File: src/rtl/mod_leds_pwm_pkg.sv
// rtl/mod_leds_pwm_pkg.sv - register word indices and address-decode helpers for the LED PWM peripheral
package mod_leds_pwm_pkg;

    // Word index taken from daddr[6:2].
    typedef logic [4:0] reg_idx_t;

    localparam reg_idx_t REG_MASK      = 5'd0;   // 0x00
    localparam reg_idx_t REG_SET       = 5'd1;   // 0x04
    localparam reg_idx_t REG_CLR       = 5'd2;   // 0x08
    localparam reg_idx_t REG_PRESC     = 5'd3;   // 0x0C
    localparam reg_idx_t REG_BLINK     = 5'd4;   // 0x10
    localparam reg_idx_t REG_BPER      = 5'd5;   // 0x14
    localparam reg_idx_t REG_DUTY_BASE = 5'd16;  // 0x40

    localparam int BPER_W = 8;

    // The DUTY window occupies word indices 16..31, so bit 4 alone selects it.
    function automatic logic is_duty(input reg_idx_t idx);
        return idx[4];
    endfunction

    function automatic logic [3:0] duty_slot(input reg_idx_t idx);
        return idx[3:0];
    endfunction

endpackage

File: src/rtl/mod_leds_timebase.sv
// rtl/mod_leds_timebase.sv - prescaler, PWM period counter and wrap strobe; blink phase under LEDS_BLINK_EN
module mod_leds_timebase
    import mod_leds_pwm_pkg::*;
#(
    parameter int PWM_W   = 8,
    parameter int PRESC_W = 16
) (
    input  logic               clk,
    input  logic               rst,
    input  logic [PRESC_W-1:0] i_presc,
    input  logic               i_presc_wr,
    output logic [PWM_W-1:0]   o_pwm_cnt,
    output logic               o_wrap
`ifdef LEDS_BLINK_EN
    ,
    input  logic [BPER_W-1:0]  i_bper,
    input  logic               i_bper_wr,
    output logic               o_blink_ph
`endif
);

    logic [PRESC_W-1:0] r_presc_cnt;
    logic [PWM_W-1:0]   r_pwm_cnt;
    logic               w_tick;
    logic               w_wrap;

    assign w_tick = (r_presc_cnt == i_presc);
    assign w_wrap = w_tick && (r_pwm_cnt == {PWM_W{1'b1}});

    always_ff @(negedge clk) begin
        if (rst) begin
            r_presc_cnt <= '0;
            r_pwm_cnt   <= '0;
        end else begin
            // A PRESC write restarts the prescale interval from zero.
            if (i_presc_wr || w_tick) begin
                r_presc_cnt <= '0;
            end else begin
                r_presc_cnt <= r_presc_cnt + PRESC_W'(1);
            end
            if (w_tick) begin
                r_pwm_cnt <= r_pwm_cnt + PWM_W'(1);
            end
        end
    end

    assign o_pwm_cnt = r_pwm_cnt;
    assign o_wrap    = w_wrap;

`ifdef LEDS_BLINK_EN
    logic [BPER_W-1:0] r_blink_cnt;
    logic              r_blink_ph;

    // Blink half-period is measured in whole PWM periods.
    always_ff @(negedge clk) begin
        if (rst) begin
            r_blink_cnt <= '0;
            r_blink_ph  <= 1'b0;
        end else if (i_bper_wr) begin
            r_blink_cnt <= '0;
        end else if (w_wrap) begin
            if (r_blink_cnt == i_bper) begin
                r_blink_cnt <= '0;
                r_blink_ph  <= ~r_blink_ph;
            end else begin
                r_blink_cnt <= r_blink_cnt + BPER_W'(1);
            end
        end
    end

    assign o_blink_ph = r_blink_ph;
`endif

endmodule

File: src/rtl/mod_leds_pwm.sv
// rtl/mod_leds_pwm.sv - memory-mapped LED controller: mask, per-LED shadowed PWM duty, optional blink
// Optional feature macro: LEDS_BLINK_EN (adds BLINK at 0x10 and BPER at 0x14).
module mod_leds_pwm
    import mod_leds_pwm_pkg::*;
#(
    parameter int N_LEDS  = 8,
    parameter int PWM_W   = 8,
    parameter int PRESC_W = 16
) (
    input  logic              clk,
    input  logic              rst,
    input  logic              de,
    input  logic [31:0]       daddr,
    input  logic              drw,
    input  logic [31:0]       din,
    output logic [31:0]       dout,
    output logic [N_LEDS-1:0] leds
);

    reg_idx_t           w_idx;
    logic               w_wr;
    logic               w_presc_wr;
    logic [31:0]        w_rdata;

    logic [N_LEDS-1:0]  r_mask;
    logic [PRESC_W-1:0] r_presc;
    logic [PWM_W-1:0]   r_duty_pend [N_LEDS];
    logic [PWM_W-1:0]   r_duty_act  [N_LEDS];
    logic [N_LEDS-1:0]  r_leds;

    logic [PWM_W-1:0]   w_pwm_cnt;
    logic               w_wrap;
    logic [N_LEDS-1:0]  w_pwm_on;
    logic [N_LEDS-1:0]  w_blank;

    assign w_idx      = daddr[6:2];
    assign w_wr       = de && drw;
    assign w_presc_wr = w_wr && (w_idx == REG_PRESC);

    // Address bits outside [6:2] and data bits above each field width are don't-care.
    logic w_unused;
    assign w_unused = ^{daddr, din};

`ifdef LEDS_BLINK_EN
    logic [N_LEDS-1:0]  r_blink;
    logic [BPER_W-1:0]  r_bper;
    logic               w_bper_wr;
    logic               w_blink_ph;

    assign w_bper_wr = w_wr && (w_idx == REG_BPER);

    always_ff @(negedge clk) begin
        if (rst) begin
            r_blink <= '0;
            r_bper  <= '0;
        end else if (w_wr) begin
            if (w_idx == REG_BLINK) r_blink <= din[N_LEDS-1:0];
            if (w_idx == REG_BPER)  r_bper  <= din[BPER_W-1:0];
        end
    end

    assign w_blank = r_blink & {N_LEDS{~w_blink_ph}};
`else
    assign w_blank = '0;
`endif

    mod_leds_timebase #(
        .PWM_W   (PWM_W),
        .PRESC_W (PRESC_W)
    ) u_timebase (
        .clk        (clk),
        .rst        (rst),
        .i_presc    (r_presc),
        .i_presc_wr (w_presc_wr),
        .o_pwm_cnt  (w_pwm_cnt),
        .o_wrap     (w_wrap)
`ifdef LEDS_BLINK_EN
        ,
        .i_bper     (r_bper),
        .i_bper_wr  (w_bper_wr),
        .o_blink_ph (w_blink_ph)
`endif
    );

    always_ff @(negedge clk) begin
        if (rst) begin
            r_mask  <= '1;
            r_presc <= '0;
        end else if (w_wr) begin
            case (w_idx)
                REG_MASK:  r_mask  <= din[N_LEDS-1:0];
                REG_SET:   r_mask  <= r_mask | din[N_LEDS-1:0];
                REG_CLR:   r_mask  <= r_mask & ~din[N_LEDS-1:0];
                REG_PRESC: r_presc <= din[PRESC_W-1:0];
                default:   ;
            endcase
        end
    end

    // Active duties only change at the period boundary, so a period never mixes two duties.
    always_ff @(negedge clk) begin
        for (int i = 0; i < N_LEDS; i++) begin
            if (rst) begin
                r_duty_pend[i] <= '1;
                r_duty_act[i]  <= '1;
            end else begin
                if (w_wr && is_duty(w_idx) && (duty_slot(w_idx) == 4'(i))) begin
                    r_duty_pend[i] <= din[PWM_W-1:0];
                end
                if (w_wrap) begin
                    r_duty_act[i] <= r_duty_pend[i];
                end
            end
        end
    end

    // All-ones duty is treated as fully on so the LED never drops for the last count.
    always_comb begin
        w_pwm_on = '0;
        for (int i = 0; i < N_LEDS; i++) begin
            w_pwm_on[i] = (r_duty_act[i] == {PWM_W{1'b1}}) || (w_pwm_cnt < r_duty_act[i]);
        end
    end

    always_ff @(negedge clk) begin
        if (rst) begin
            r_leds <= '1;
        end else begin
            r_leds <= r_mask & w_pwm_on & ~w_blank;
        end
    end

    assign leds = r_leds;

    always_comb begin
        w_rdata = '0;
        case (w_idx)
            REG_MASK:  w_rdata = 32'(r_mask);
            REG_PRESC: w_rdata = 32'(r_presc);
`ifdef LEDS_BLINK_EN
            REG_BLINK: w_rdata = 32'(r_blink);
            REG_BPER:  w_rdata = 32'(r_bper);
`endif
            default: begin
                for (int i = 0; i < N_LEDS; i++) begin
                    if (is_duty(w_idx) && (duty_slot(w_idx) == 4'(i))) begin
                        w_rdata = 32'(r_duty_pend[i]);
                    end
                end
            end
        endcase
    end

    assign dout = de ? w_rdata : 32'h0;

endmodule

File: config.mk
export PLATFORM = sky130hd
export DESIGN_NAME = mod_leds_pwm
export DESIGN_NICKNAME = d
export VERILOG_FILES = /design/src/rtl/mod_leds_pwm_pkg.sv /design/src/rtl/mod_leds_timebase.sv /design/src/rtl/mod_leds_pwm.sv
export SDC_FILE = /design/constraint.sdc
export NUM_CORES = 1
export LEC_CHECK = 0
export ABC_AREA = 1
export CORE_ASPECT_RATIO = 2
export CORE_MARGIN = 2
export CORE_UTILIZATION = 55
export DETAILED_ROUTE_END_ITERATION = 8
export PLACE_DENSITY = 0.78
export SETUP_SLACK_MARGIN = 0.5
export SYNTH_ARGS = -nofsm -noshare
export SYNTH_HDL_FRONTEND = slang
export SYNTH_SLANG_ARGS = --single-unit
File: constraint.sdc
create_clock -name clk -period 9.8 [get_ports clk]
set_input_delay 2.45 -clock clk [delete_from_list [all_inputs] [get_ports clk]]
set_output_delay 2.45 -clock clk [all_outputs]
set_load 0.01 [all_outputs]
Yosys cells after proc, flatten, opt, wreduce, memory -nomap -nowiden
Memory sizes are Yosys's and may differ from the RTL's.
Index checks and enable logic that the tools add are counted.
{ "totals": {"register_bits": 56, "ram_bits": 128, "elab_cells": 148, "mem_count": 2} }
{ "mem_list": {"columns": ["name", "depth", "word_bits", "rd", "rd_ports_with_merged_regs", "wr", "line", "rtl"], "rows": [
  ["r_duty_act", 8, 8, 8, 0, 8, "mod_leds_pwm.sv:28", "logic [PWM_W-1:0] r_duty_act [N_LEDS];"],
  ["r_duty_pend", 8, 8, 8, 0, 8, "mod_leds_pwm.sv:27", "logic [PWM_W-1:0] r_duty_pend [N_LEDS];"]
]} }
{ "classes": {"add_sub_neg": 2, "magnitude_cmp": 8, "eq_ne": 20, "mux": 56, "n_bitwise": 20, "n_reduce_logical": 35} }
{ "ops": {"columns": ["op", "count"], "rows": [
  ["2-to-1 mux 32 bit", 8],
  ["2-to-1 mux 8 bit", 17],
  ["== test 8 bit, second input constant", 9],
  ["less-than comparator 8 bit", 8],
  ["one-hot mux 32 bit (2 select lines)", 1],
  ["2-to-1 mux 1 bit", 29],
  ["one-hot mux 8 bit (3 select lines)", 1],
  ["logical AND 1 bit", 20],
  ["adder 16 x 1 -> 16 bit, second input constant", 1],
  ["bitwise AND 8 bit", 2],
  ["== test 16 bit", 1],
  ["== test 4 x 3 -> 1 bit, second input constant", 4],
  ["bitwise OR 1 bit", 16],
  ["== test 5 x 2 -> 1 bit, second input constant", 2],
  ["logical OR 1 bit", 9],
  ["adder 8 x 1 -> 8 bit, second input constant", 1],
  ["== test 4 x 2 -> 1 bit, second input constant", 2],
  ["inverter 8 bit", 1],
  ["bitwise OR 8 bit", 1],
  ["== test 5 x 1 -> 1 bit, second input constant", 1],
  ["zero test 5 bit", 1],
  ["== test 4 x 1 -> 1 bit, second input constant", 1],
  ["zero test 4 bit", 1],
  ["AND reduction 2 bit", 2],
  ["other kinds (2)", 2]
]} }

Longest topological paths before layout
{ "logic_depth": {"ltp_word": 12, "depth_mapped": 12} }

Modules after synthesis
A second synthesis with hierarchy kept.
{ "unflattened": {"hier_cells": 1195, "area_unflattened_um2": 10067.2} }
{ "modules_own_cells": {"columns": ["mod", "instances", "cells_each", "area_per_inst_um2", "seq_area_each_um2"], "rows": [
  ["mod_leds_pwm", 1, 950, 8550.7, 4484.3],
  ["mod_leds_timebase", 1, 245, 1516.5, 480.5]
]} }

==> results.md <==
- The run finished with clean final reports.
- The worst setup path is launched from a flip-flop.
- For this run, the slowest stage of the critical path takes 400 ps.
- At the later pin of the worst-skew pair, clock insertion delay measures 500 ps.
- Once detailed placement completed, the half-perimeter wirelength came to 19.2 mm.
- The internal power of the cells is 1.38 mW.
- The final-report max-slew violation count is 0.
- The core region is 17700 um2.
- The initial antenna violation count is 0.
- The vias after detailed routing is 8878.
- The synthesized design contains 184 register bits.
- In this run, distinct cell masters in the synthesized netlist total 37.
- The gate count after technology mapping is 1147.
- The first global-routing pass estimated 43.4 mm of wire.
- The part of the total power dissipated in the clock network is 50.0%.
- Entering global routing, the biggest net connects 65 pins.
- The sequential area share after synthesis is 50.1%.
- The signal on the critical path passes through nand4_1 > nand2_1 > nor2_2 > nand4_1 > nand2_1 > a21oi_1 > dlygate4sd2_1.
- The number of clock buffers inserted by TritonCTS is 17.
- After detailed routing, the total wire length is 27.7 mm.
- The clock sink count is 184.
- For this design the static power due to leakage is 6.12 nW.
- Counting along the longest clock path gives a buffer depth of 2.
- The switching share of total power is 31.7%.
- Adding up every negative setup slack in the final design gives 0 ps.
- Of all nets on the critical path, the largest fanout is 2.
- The combinational group share of total power is 6.4%.
- The pin slew with the least headroom to its limit is 708 ps.
- After detailed routing, the average wire length per cell comes to 17.0 um.
- Routability-driven placement finished with a final weighted congestion of 0.955.
- The number of diodes is 0.
- The hold violation total from the final report was 0.
- Setup repair after global routing could not meet its margin everywhere.
- Measured along the y axis, the die boundary spans 194 um.
- The worst-case IR drop observed on VDD is 0.000138 V.
- After synthesis the cells add up to 9910 um2.
- The largest individual stage delay along the critical path comes from the cell edfxtp_1.
- The ratio of routed vias to standard cells is 5.45.
- In this run the most critical hold path is launched from r_presc[8].
- The class of the worst hold path is flip-flop to flip-flop.
- The worst reg-to-reg setup slack is 7150 ps.
- The power density over the cells is 167 nW/um2.
- The worst setup path is captured at an output pin.
- The path with the worst hold slack has its endpoint at r_presc[8].
- The die covers 19200 um2.
- In this run the core area contains 69 standard-cell rows.
- The type of the worst setup path is flip-flop to output pin.
- In this run the count of I/O pins placed on the die edge is 108.
- The number of global-route vias before repair is 9256.
- The post-CTS clock slew at the launch and capture registers of the worst setup and hold paths is 30 ps.
- Measured along the x axis, the die boundary spans 98.9 um.
- The first detailed-routing pass took 5 iterations.
- The number of warnings issued by yosys is 0.
- The switching component of the power is 0.640 mW.
- The data arrival time at the worst-slack endpoint is 6800 ps.
- The average instance in the mapped netlist occupies 8.64 um2.
- The global router's overall resource usage is 29.6%.
- The worst hold path was traced through 2 stages.
- The remaining routing DRC violations is 0.
- The post-detailed-route count of antenna-violating nets is 0.
- The worst-case reg-to-reg path depth is 7.
- At the end of the flow, the number of nets in the layout was 1529.
- The aggregate global routing overflow is 0.
- Port buffering added 48 buffers.
- Registers are responsible for 43.6% of the overall power.
- The area overhead of the layout relative to synthesis is 21.6%.
- In this run the tightest slew margin relative to its limit is 52.7%.
- Fill cells in the final layout number 1293.
- The reg-to-reg critical path startpoint is u_timebase.o_pwm_cnt[1].
- The starting utilization of the core area is 56.0%.
- The tree is rooted in a clkbuf_16.
- The number of DRC violations after detailed-routing iteration 0 is 721.
- The H-tree was split into 4 levels.
- For the final database, setup skew stands at 40.0 ps.
- The design draws 2.02 mW.
- The fraction of layout instances using a drive strength above 1 is 7.99%.
- STA puts the critical path data required time at 7350 ps.
- The setup-violating endpoint count in the final report is 0.
- The end of the worst register-to-register path is r_duty_act[0][3].
- Max-cap violations in this run came to 0.
- The CTS tree is yes.
[metal layers]
layer / routed length [um] / track usage [%] / vias to the layer above
li1: - / - / 4259
met1: 8850 / 25.7 / 4050
met2: 15000 / 52.7 / 436
met3: 1540 / 8.33 / 133
met4: 2270 / 26.5 / 0
met5: 0 / 0 / -
[state kept, by name, indices dropped and copies added (netlist names)]
signal / cells
r_duty_pend: 64
leds: 8
u_timebase.o_pwm_cnt: 8
u_timebase.r_presc_cnt: 16
r_mask: 8
r_presc: 16
r_duty_act: 64
[through the flow]
stage               area (um2)  hold WS [ps]  cells  setup slack, ps  utilization (%)
detailed placement       10600           479   1405              230             60.1
global route             12000           507   1628              470             68.1
finish                   12000           481   1628              551             68.1
CTS                      12000           485   1619              540             67.6
floorplan                 9960           438   1162              574                -
global placement         10600           472   1405              287             60.1
[final cells by class]
type | count | area, um2 | share of cell area [%]
Clock buffer | 17 | 425 | 3.53
Clock inverter | 198 | 860 | 7.13
Inverter | 199 | 748 | 6.21
Multi-Input combinational cell | 735 | 4040 | 33.5
Sequential cell | 184 | 4960 | 41.2
Tap cell | 213 | 267 | 2.21
Timing Repair Buffer | 82 | 748 | 6.21
[cell usage after synthesis]
library cell,count,area [um2]
buf_1,2,7.51
buf_8,1,15.0
clkbuf_1,10,37.5
or2_2,1,6.26
nand3b_1,1,7.51
xor2_1,20,175
o21ai_0,56,280
clkinv_2,1,5.00
nor4_1,12,75.1
edfxtp_1,128,3840
conb_1,1,3.75
nor2_2,4,25.0
nand4_1,46,288
inv_1,188,706
nor2_4,3,33.8
nand2_2,10,62.6
ha_1,58,726
buf_4,17,128
nand3_2,2,20.0
nand3_1,52,260
nor2_8,1,20.0
xnor2_1,2,17.5
nor2_1,60,225
a21oi_4,1,16.3
nor3_1,21,105
buf_6,6,67.6
nand2_4,2,22.5
nor3_2,3,30.0
nand2_1,280,1050
clkinv_1,8,30.0
o31a_1,2,17.5
dfxtp_1,56,1120
inv_2,3,11.3
o21a_1,2,15.0
buf_2,8,40.0
o31ai_1,6,45.0
a21oi_1,73,365
[layout by cell type (no fill, tap or decap), types with 3 or more instances in the layout]
| cell type | count |
|---|---|
| ha_1 | 58 |
| clkdlybuf4s50_1 | 40 |
| clkbuf_16 | 17 |
| nand3_2 | 7 |
| dfxtp_1 | 56 |
| inv_2 | 3 |
| nor2_4 | 7 |
| nand4_1 | 46 |
| nand2_1 | 279 |
| nor3_1 | 21 |
| edfxtp_1 | 128 |
| buf_4 | 32 |
| nor2_2 | 9 |
| xor2_1 | 20 |
| nand3_1 | 47 |
| o21ai_0 | 56 |
| nor2_1 | 51 |
| clkinv_4 | 4 |
| a21oi_1 | 73 |
| clkinv_1 | 8 |
| conb_1 | 16 |
| o31ai_1 | 6 |
| nand2_2 | 11 |
| inv_1 | 371 |
| dlygate4sd2_1 | 6 |
| nor4_1 | 12 |
[timing repair]
action | 4_1_cts | 5_1_grt
setup endpoints to repair | 8 | 9
endpoints found under the hold margin | 0 | 0
pin swaps | 3 | 12
buffers inserted | 0 | 8
hold buffers | 0 | 0
resized for setup | 22 | 8
cloned | 0 | 1
[power groups by stage]
stage | Sequential [mW] | Clock [mW] | Combinational [mW]
after global placement | 0.888 | 0.112 | 0.120
after CTS | 0.878 | 1.02 | 0.124
after global routing | 0.879 | 1.10 | 0.144
after detailed placement | 0.888 | 0.112 | 0.123
after floorplan | 0.878 | 0.112 | 0.0800
final | 0.879 | 1.01 | 0.130
[kinds of logic (layout without fill, tap and decap cells)]
family                   count (synthesis)  in the layout  share of synthesized area, %
AO/OA/AOI/OAI                          140            141                          7.46
flip-flops                             184            184                          50.1
AND/OR/NAND/NOR                        498            498                          22.5
adder cells (fa/ha/maj)                 58             58                          7.33
XOR/XNOR                                22             22                          1.95
other                                    1             16                        0.0379
buffers and inverters                  244            496                          10.6
[worst max-delay path by stage]
stage	startpoint	to	depth (start not counted)
6_report	r_duty_pend[0][7]	dout[7]	7
5_1_grt	r_duty_pend[0][4]	dout[4]	7
4_1_cts	r_duty_pend[0][20]	dout[4]	7
3_5_place_dp	daddr[3]	r_mask[6]	10
3_3_place_gp	daddr[3]	r_mask[6]	10
2_1_floorplan	rst	r_duty_act[0][0]	4
[worst max-delay path: cells and delay by family (launching register included)]
family	cells	cell delay [ps]
compound gates	1	70
buf+inv	1	300
simple gates	5	660
flops	1	400
Power figures use the tool's default switching activity.
